`src/rtl/mux_arb_pkg.sv`:
```
// Shared types and constants for the 4:1 mux select arbiter.
// Imported by the interface, the picker and the top.
package mux_arb_pkg;

  localparam int NUM_REQ      = 4;
  localparam int MAX_HOLD_DEF = 8;
  localparam int GUARD_DEF    = 1;

  typedef enum logic [1:0] {
    IDLE,
    SWITCH,
    GRANT
  } state_e;

  function automatic logic [NUM_REQ-1:0] to_onehot(
    input logic [1:0] i
  );
    to_onehot    = '0;
    to_onehot[i] = 1'b1;
  endfunction

endpackage

```
`src/rtl/mux_arbiter_if.sv`:
```
// Request/grant/select bundle between the arbiter and its users.
// master = arbiter side, slave = requester/mux side.
interface mux_arbiter_if;
  import mux_arb_pkg::*;

  logic [NUM_REQ-1:0] req;
  logic [NUM_REQ-1:0] gnt;
  logic               s1;
  logic               s0;
  logic               valid;

  modport master (
    input  req,
    output gnt,
    output s1,
    output s0,
    output valid
  );

  modport slave (
    output req,
    input  gnt,
    input  s1,
    input  s0,
    input  valid
  );

endinterface

```
`src/rtl/mux_arbiter_rr_pick.sv`:
```
// Combinational round-robin picker: first set req bit
// searching from last+1 mod 4.
module rr_pick
  import mux_arb_pkg::*;
(
  input  logic [NUM_REQ-1:0] req,
  input  logic [1:0]         last,
  output logic               any,
  output logic [1:0]         idx
);

  logic [1:0] cand;

  // Walk from lowest to highest priority so the
  // closest set bit after last wins.
  always_comb begin
    idx  = '0;
    cand = '0;
    any  = |req;
    for (int i = NUM_REQ; i >= 1; i--) begin
      cand = last + 2'(i);
      if (req[cand]) idx = cand;
    end
  end

endmodule

```
`src/rtl/mux_arbiter.sv`:
```
// Round-robin select arbiter for an external 4:1 mux,
// with guard cycles on every select change and a hold limit.
module mux_arbiter
  import mux_arb_pkg::*;
#(
  parameter int MAX_HOLD = MAX_HOLD_DEF,
  parameter int GUARD    = GUARD_DEF
) (
  input logic           clk,
  input logic           rst,
  mux_arbiter_if.master bus
);

  localparam logic [3:0] GUARD_W  = 4'(GUARD);
  localparam logic [7:0] HOLD_MAX = 8'(MAX_HOLD - 1);

  state_e             state_q, state_d;
  logic [1:0]         sel_q, sel_d;
  logic [1:0]         last_q, last_d;
  logic [3:0]         guard_q, guard_d;
  logic [7:0]         hold_q, hold_d;
  logic [NUM_REQ-1:0] gnt_q, gnt_d;
  logic               valid_q, valid_d;

  logic [NUM_REQ-1:0] req;
  logic [1:0]         pick_from;
  logic [1:0]         pick_idx;
  logic               pick_any;
  logic               others;

  assign req = bus.req;

  // In GRANT the search restarts after the current owner,
  // which is the value last takes on that same edge.
  assign pick_from = (state_q == GRANT) ? sel_q : last_q;
  assign others    = |(req & ~to_onehot(sel_q));

  rr_pick u_pick (
    .req  (req),
    .last (pick_from),
    .any  (pick_any),
    .idx  (pick_idx)
  );

  always_comb begin
    state_d = state_q;
    sel_d   = sel_q;
    last_d  = last_q;
    guard_d = guard_q;
    hold_d  = hold_q;
    gnt_d   = gnt_q;
    valid_d = valid_q;
    unique case (state_q)
      IDLE: begin
        gnt_d   = '0;
        valid_d = 1'b0;
        if (pick_any) begin
          sel_d   = pick_idx;
          guard_d = GUARD_W;
          state_d = SWITCH;
        end
      end
      SWITCH: begin
        gnt_d   = '0;
        valid_d = 1'b0;
        if (!req[sel_q]) begin
          last_d  = sel_q;
          guard_d = '0;
          state_d = IDLE;
        end else if (guard_q == 4'd1) begin
          guard_d = '0;
          hold_d  = '0;
          gnt_d   = to_onehot(sel_q);
          valid_d = 1'b1;
          state_d = GRANT;
        end else begin
          guard_d = guard_q - 4'd1;
        end
      end
      GRANT: begin
        if (!req[sel_q]) begin
          last_d  = sel_q;
          gnt_d   = '0;
          valid_d = 1'b0;
          hold_d  = '0;
          state_d = IDLE;
          if (pick_any) begin
            sel_d   = pick_idx;
            guard_d = GUARD_W;
            state_d = SWITCH;
          end
        end else if (hold_q == HOLD_MAX) begin
          hold_d = '0;
          if (others) begin
            last_d  = sel_q;
            sel_d   = pick_idx;
            gnt_d   = '0;
            valid_d = 1'b0;
            guard_d = GUARD_W;
            state_d = SWITCH;
          end
        end else begin
          hold_d = hold_q + 8'd1;
        end
      end
      default: begin
        state_d = IDLE;
        gnt_d   = '0;
        valid_d = 1'b0;
      end
    endcase
  end

  always_ff @(posedge clk or posedge rst) begin
    if (rst) begin
      state_q <= IDLE;
      sel_q   <= 2'd0;
      last_q  <= 2'd3;
      guard_q <= '0;
      hold_q  <= '0;
      gnt_q   <= '0;
      valid_q <= 1'b0;
    end else begin
      state_q <= state_d;
      sel_q   <= sel_d;
      last_q  <= last_d;
      guard_q <= guard_d;
      hold_q  <= hold_d;
      gnt_q   <= gnt_d;
      valid_q <= valid_d;
    end
  end

  assign bus.gnt   = gnt_q;
  assign bus.valid = valid_q;
  assign bus.s1    = sel_q[1];
  assign bus.s0    = sel_q[0];

endmodule

```
`src/flat_wrapper.sv`:
```
// flat-port wrapper written by rule: the top's interface ports become plain ports
module mux_arbiter_flat import mux_arb_pkg::*;
#(
  parameter int MAX_HOLD = MAX_HOLD_DEF,
  parameter int GUARD    = GUARD_DEF
)
  (clk, rst, bus_req, bus_gnt, bus_s1, bus_s0, bus_valid);
  mux_arbiter_if bus_i ();
  input logic clk;
  input logic rst;
  input wire logic [$bits(bus_i.req)-1:0] bus_req;
  output wire logic [$bits(bus_i.gnt)-1:0] bus_gnt;
  output wire logic [$bits(bus_i.s1)-1:0] bus_s1;
  output wire logic [$bits(bus_i.s0)-1:0] bus_s0;
  output wire logic [$bits(bus_i.valid)-1:0] bus_valid;
  assign bus_i.req = bus_req;
  assign bus_gnt = bus_i.gnt;
  assign bus_s1 = bus_i.s1;
  assign bus_s0 = bus_i.s0;
  assign bus_valid = bus_i.valid;
  mux_arbiter #(.MAX_HOLD(MAX_HOLD), .GUARD(GUARD)) u_core (.clk(clk), .rst(rst), .bus(bus_i));
endmodule
```
`config.mk`:
```
export PLATFORM = sky130hd
export DESIGN_NAME = mux_arbiter_flat
export DESIGN_NICKNAME = d
export VERILOG_FILES = /design/src/rtl/mux_arb_pkg.sv /design/src/rtl/mux_arbiter_if.sv /design/src/rtl/mux_arbiter_rr_pick.sv /design/src/rtl/mux_arbiter.sv /design/src/flat_wrapper.sv
export SDC_FILE = /design/constraint.sdc
export NUM_CORES = 1
export LEC_CHECK = 0
export ABC_AREA = 0
export ABC_CLOCK_PERIOD_IN_PS = 2900
export CORE_ASPECT_RATIO = 1.75
export CORE_MARGIN = 5
export CORE_UTILIZATION = 40
export DETAILED_ROUTE_END_ITERATION = 12
export PLACE_DENSITY = 0.69
export RECOVER_POWER = 100
export SKIP_LAST_GASP = 1
export SLEW_MARGIN = 20
export SYNTH_ARGS = -nofsm -noshare
export SYNTH_HDL_FRONTEND = slang
export SYNTH_SLANG_ARGS = --single-unit
export TNS_END_PERCENT = 10
```
`constraint.sdc`:
```
create_clock -name clk -period 2.9 [get_ports clk]
set_input_delay 0.58 -clock clk [delete_from_list [all_inputs] [get_ports clk]]
set_output_delay 0.58 -clock clk [all_outputs]
set_load 0.01 [all_outputs]
```
* Word level (Yosys, flattened, before mapping)
Index checks and enable logic that the tools add are counted.
** Word-level totals
- Output and inout port bits :: 7
- Memories :: 0
- Memory bits (read-only) :: 0
- Bits in registers :: 23
- Bits in writable memories :: 0
- Word-level logic and storage cells :: 103
- Bits in latches :: 0
- Input bits :: 6
** Cells by class
- Div/mod/pow operators :: 0
- Reduce and logical (&&, ||, !) cells :: 13
- Bitwise operators :: 2
- Magnitude comparators :: 6
- Mux-type cells :: 59
- Equal/unequal tests :: 11
- Shift-type cells :: 0
- Add/subtract/negate cells :: 5
- $mul :: 0
** Operators with widths (number)
- two-way mux 4 bit :: 11
- two-way mux 2 bit :: 19
- two-way mux 8 bit :: 4
- one-hot mux 8 bit (2 select lines) :: 1
- < comparator 2 x 3 -> 1 bit (second input constant) :: 5
- two-way mux 1 bit :: 12
- one-hot mux 4 bit (3 select lines) :: 1
- binary-select mux 1 bit (select 2 bit) :: 5
- AND reduction 3 bit :: 3
- adder 8 x 1 -> 8 bit (second input constant) :: 1
- equality test 8 x 3 -> 1 bit (second input constant) :: 1
- one-hot mux 2 bit (2 select lines) :: 2
- one-hot mux 4 bit (2 select lines) :: 1
- AND reduction 4 bit :: 2
- OR reduction 4 bit :: 2
- != test 2 x 1 -> 1 bit (second input constant) :: 3
- != test 3 bit (second input constant) :: 2
- one-hot mux 2 bit (3 select lines) :: 1
- adder 2 bit (second input constant) :: 2
- bitwise AND 4 bit :: 1
- equality test 4 x 1 -> 1 bit (second input constant) :: 1
- NOT 4 bit :: 1
- nonzero test 2 bit :: 2
- subtractor 4 x 1 -> 4 bit (second input constant) :: 1
- other kinds (12) :: 12

* Longest topological paths before layout
- Word-level depth :: 12
- Gate-level depth with buffers :: 8
- Mapped depth without buffers :: 7

* Hierarchy
From an unflattened synthesis, not the netlist that was laid out.
** Unflattened totals
- Cell total of the unflattened synthesis :: 158
- Area total of the unflattened synthesis :: 1534.0 µm²
** By module, submodules not included
- mux_arbiter :: cells an instance 144, sequential area each 578.1 µm², area each 1442.6 µm², instances 1
- rr_pick :: cells an instance 14, sequential area each 0.0 µm², area each 91.3 µm², instances 1

* Least setup slack after synthesis
No wires, ideal clock.
- Path type :: input to register
- Start point :: input bus_req[1]
- End point :: register u_core.sel_q[0]
- Slack :: 0.557 ns
- Library setup time :: 0.125 ns
- Required time :: 2.775 ns
- Buffers on the path :: 1
- Cell stages on the path :: 6
- Arrival :: 2.218 ns
- Path through :: clkbuf_1 -> mux4_2 -> nand2_1 -> a31oi_2 -> or3_4 -> mux2_4
** On the way
- Longest elaborated chain between the ends :: 10
- Elaborated cells between the ends (all ways) :: 25
- Those cells by class :: 2 x eq/ne; 19 x mux; 1 x bitwise; 3 x reduce/logical
** Ends and longest elaborated chain
- start, declared :: line flat_wrapper.sv:11 : input wire logic [$bits(bus_i.req)-1:0] bus_req;
- binary-select mux 1 bit (select 2 bit) :: line mux_arbiter_rr_pick.sv:22 : if (req[cand]) idx = cand;
- two-way mux 1 bit (not written as such) :: line mux_arbiter_rr_pick.sv:22
- two-way mux 2 bit (4 in a row) :: line mux_arbiter_rr_pick.sv:22
- two-way mux 2 bit :: line mux_arbiter.sv:94 : if (others) begin
- two-way mux 2 bit :: line mux_arbiter.sv:92 : end else if (hold_q == HOLD_MAX) begin
- two-way mux 2 bit :: line mux_arbiter.sv:81 : if (!req[sel_q]) begin
- one-hot mux 2 bit (2 select lines) :: line mux_arbiter.sv:53 : unique case (state_q)
- end signal, assigned :: line mux_arbiter.sv:125 : sel_q <= sel_d;
- end, declared :: line mux_arbiter.sv:18 : logic [1:0] sel_q, sel_d;
Parallel ways exist; a longest one is shown, timed or not. The select of a mux whose other input is x is not followed.
A chain may end at the register's enable or synchronous reset.

* Worst setup path after layout
Ends and elaborated chain as after synthesis.

==> metrics.md <==
| Metric | Value |
|---|---|
| Worst Path Required | `3.05 ns` |
| Multi-input gate area | `796 um2` |
| Vias per cell | `a little under 6` |
| Core Box Area | `0.00359 mm2` |
| IO Pins | `13` |
| Post-CTS setup buffers | `0` |
| Syn Inst Count | `150` |
| Max_cap viols | `0` |
| Routed WL | `~3200 um` |
| # setup viols final | `0` |
| Worst Tran Pin Value | `0.890 ns` |
| Tot Pwr | `between 0.001 and 0.0015 W` |
| CTS clk-pin slew, worst paths | `0.09 ns` |
| Fin Clk Skew | `0.00395 ns` |
| Synth Area per Inst | `9.73 um2` |
| Synth warn | `0` |
| Critical Path Source Type | `input pin` |
| Total CTS buffers | `3` |
| Register area | `a little under 600 um2` |
| Hold_buf cts | `0` |
| GRT Util Overall | `between 10 and 15%` |
| Slew Limit Fails | `0` |
| Distinct cells, synth | `45` |
| CP bufs+invs | `1` |
| Hold depth | `1` |
| Commonest non-fill, non-tap cell in the layout | `dfrtp_1` |
| Flop2flop setup slack | `0.42 ns` |
| Full die area | `0.00501 mm2` |
| VDD IR max | `419 uV` |
| Share of cells above drive strength 1 | `11.0%` |
| Vias in the first global route | `around 1300` |
| Lkg Pwr | `0.754 nW` |
| DRT iter0 DRCs | `19` |
| Remaining Overflow, GRT | `0` |
| Cell depth of the worst flop-to-flop path | `5` |
| Most frequent cells in the layout | `dfrtp_1 (21), inv_1 (12), nand2_1 (11), o21ai_0 (11)` |
| RSZ-0062 raised after global routing | `no` |
| Clock Sink Count | `23` |
| Fmax achieved | `about 370 MHz` |
| Mapped cell area | `0.00146 mm2` |
| Number of flops mapped to enable cells by yosys | `0` |
| Routed len/inst | `roughly 15 um` |
| Die Ht | `89.9 um` |
| Synth Area in XOR/XNOR | `0%` |
| Crit path cell chain | `dlygate4sd3_1 -> mux4_2 -> nand2_1 -> a31oi_2 -> or3_1 -> mux2_1` |
| TritonCTS clock tree | `yes` |
| Final Hold Viols | `0` |
| Synth Area in Compound Gates | `19.2%` |
| Worst relative slew slack | `40.6%` |
| Syn Nets | `164` |
| Final Cycle Share | `93.1%` |
| Clock buffer depth | `2` |
| Ys async rst share | `100%` |
| Buffers added on ports | `12` |
| Starting density of the core | `40.6%` |
| Area Growth Syn to Fin | `14.6%` |
| Initial antenna violation count | `0` |
| Fin crit period | `2.70 ns` |
| Clk_lat worst skew | `0.27 ns` |
| Routed Antenna Nets | `0` |
| Fraction of synthesized area in multiplexers | `8.48%` |
| Final #Nets | `179` |
| DRC Markers | `0` |
| Row count | `29` |
| Width of the chip | `55.7 um` |
| DR vias | `1223` |
| Clk Tree Root Cell | `clkbuf_8` |
| Ant diodes | `0` |
| Tightest Hold Check Type | `flop to flop` |
| Status | `complete, no violations` |
| Post-synthesis simple-gate area fraction | `21.2%` |
| WP depth | `6` |
| CP Max Fanout | `12` |
| Post-CTS Resized | `0` |
| Crit end category | `flop` |
| Setup TNS | `0 ns` |
| Arr. time, crit path | `2.85 ns` |
| Crit path max-delay cell type | `dlygate4sd3_1` |
| First-pass GRT wire length | `~5700 um` |
| Pre-Repair DR Iteration Count | `4` |
| FF+latch count, synth | `23` |
| Pwr Density | `834 mW/mm2` |
| WS Path Type | `input pin to flop` |
| Sequential area share after synthesis | `39.6%` |
| Max incr delay on CP | `0.66 ns` |
| Max H-tree Level | `1` |
| Final HPWL DP | `2490 um` |
| Cell family with most CP delay | `multiplexers` |
| Synth Area in Adders | `6.86%` |
| Synth Flop Type | `dfrtp_1` |
| Gpl congestion | `0.811` |
| Largest family of logic cells by synthesized area | `simple AND/OR/NAND/NOR gates` |
| Largest net degree at the start of global routing | `24` |
| Fill cell count | `about 340` |
-- logic make-up after synthesis --
family                   after synthesis
AND/OR/NAND/NOR                       53
AO/OA/AOI/OAI                         39
flip-flops                            23
buffers and inverters                 18
multiplexers                           9
adder cells (fa/ha/maj)                8
-- power by group --
part	total [W]	internal, W	switching (W)
logic	0.000690	0.000336	0.000354
clock network	0.000206	0.0000960	0.000109
registers	0.000499	0.000408	0.0000911
-- final timing paths --
check | from | endpoint
setup reg to reg | u_core.hold_q[5]$_DFFE_PP0P_ | u_core.sel_q[0]$_DFFE_PP0P_
hold reg to reg | u_core.bus.valid$_DFFE_PP0P_ | u_core.bus.valid$_DFFE_PP0P_
min in group asynchronous | rst | u_core.hold_q[4]$_DFFE_PP0P_
max in group asynchronous | rst | u_core.state_q[1]$_DFFE_PP0P_
hold / removal | u_core.bus.valid$_DFFE_PP0P_ | u_core.bus.valid$_DFFE_PP0P_
setup / recovery | bus_req[1] | u_core.sel_q[0]$_DFFE_PP0P_
-- metrics by stage --
step | hold WS [ns] | std cells | setup WS [ns] | area (um2) | util [%]
3_5_place_dp | 0.465 | 206 | 0.0478 | 1640 | 45.8
3_3_place_gp | 0.458 | 206 | 0.119 | 1640 | 45.8
2_1_floorplan | 0.465 | 150 | 0.557 | 1460 | -
5_1_grt | 0.526 | 210 | 0.111 | 1670 | 46.6
4_1_cts | 0.485 | 210 | 0.339 | 1690 | 47.1
6_report | 0.478 | 210 | 0.200 | 1670 | 46.6
-- final cells by class --
type | instances | area share (%)
Multi-Input combinational cell | 109 | 47.6
Sequential cell | 23 | 34.6
Timing Repair Buffer | 16 | 8.98
Tap cell | 46 | 3.44
Inverter | 12 | 2.69
Clock buffer | 3 | 2.47
Clock inverter | 1 | 0.299
-- flip-flops by register name, indices dropped and copies added (netlist names) --
| signal | flops |
|---|---|
| u_core.hold_q | 8 |
| u_core.bus.gnt | 4 |
| u_core.guard_q | 4 |
| u_core.last_q | 2 |
| u_core.sel_q | 2 |
| u_core.state_q | 2 |
| u_core.bus.valid | 1 |
-- layer usage --
layer / routed length, um / global-route usage [%] / up-vias
li1: - / - / 579
met1: 1240 / 14.5 / 604
met2: 1850 / 27.0 / 34
met3: 100 / 1.58 / 6
met4: 52 / 5.48 / 0
met5: 0 / 0 / -
-- cells in the mapped netlist, types with 2 or more instances --
cell	number	area, um2
inv_1	12	45.0
a32o_1	4	40.0
nor3b_1	2	15.0
or3_1	4	25.0
nand2b_1	2	12.5
mux2i_1	3	30.0
nor3_1	3	15.0
clkbuf_1	5	18.8
and3_1	3	18.8
dfrtp_1	21	526
nand2_1	11	41.3
a21o_1	2	15.0
nor2b_1	4	25.0
o31ai_1	5	37.5
or3_4	2	22.5
nand3_1	5	25.0
o21ai_0	11	55.1
a21oi_1	5	25.0
dfstp_2	2	52.6
mux2_4	4	60.1
nor2_1	9	33.8
ha_1	8	100
(Power assumes the default switching activity.)
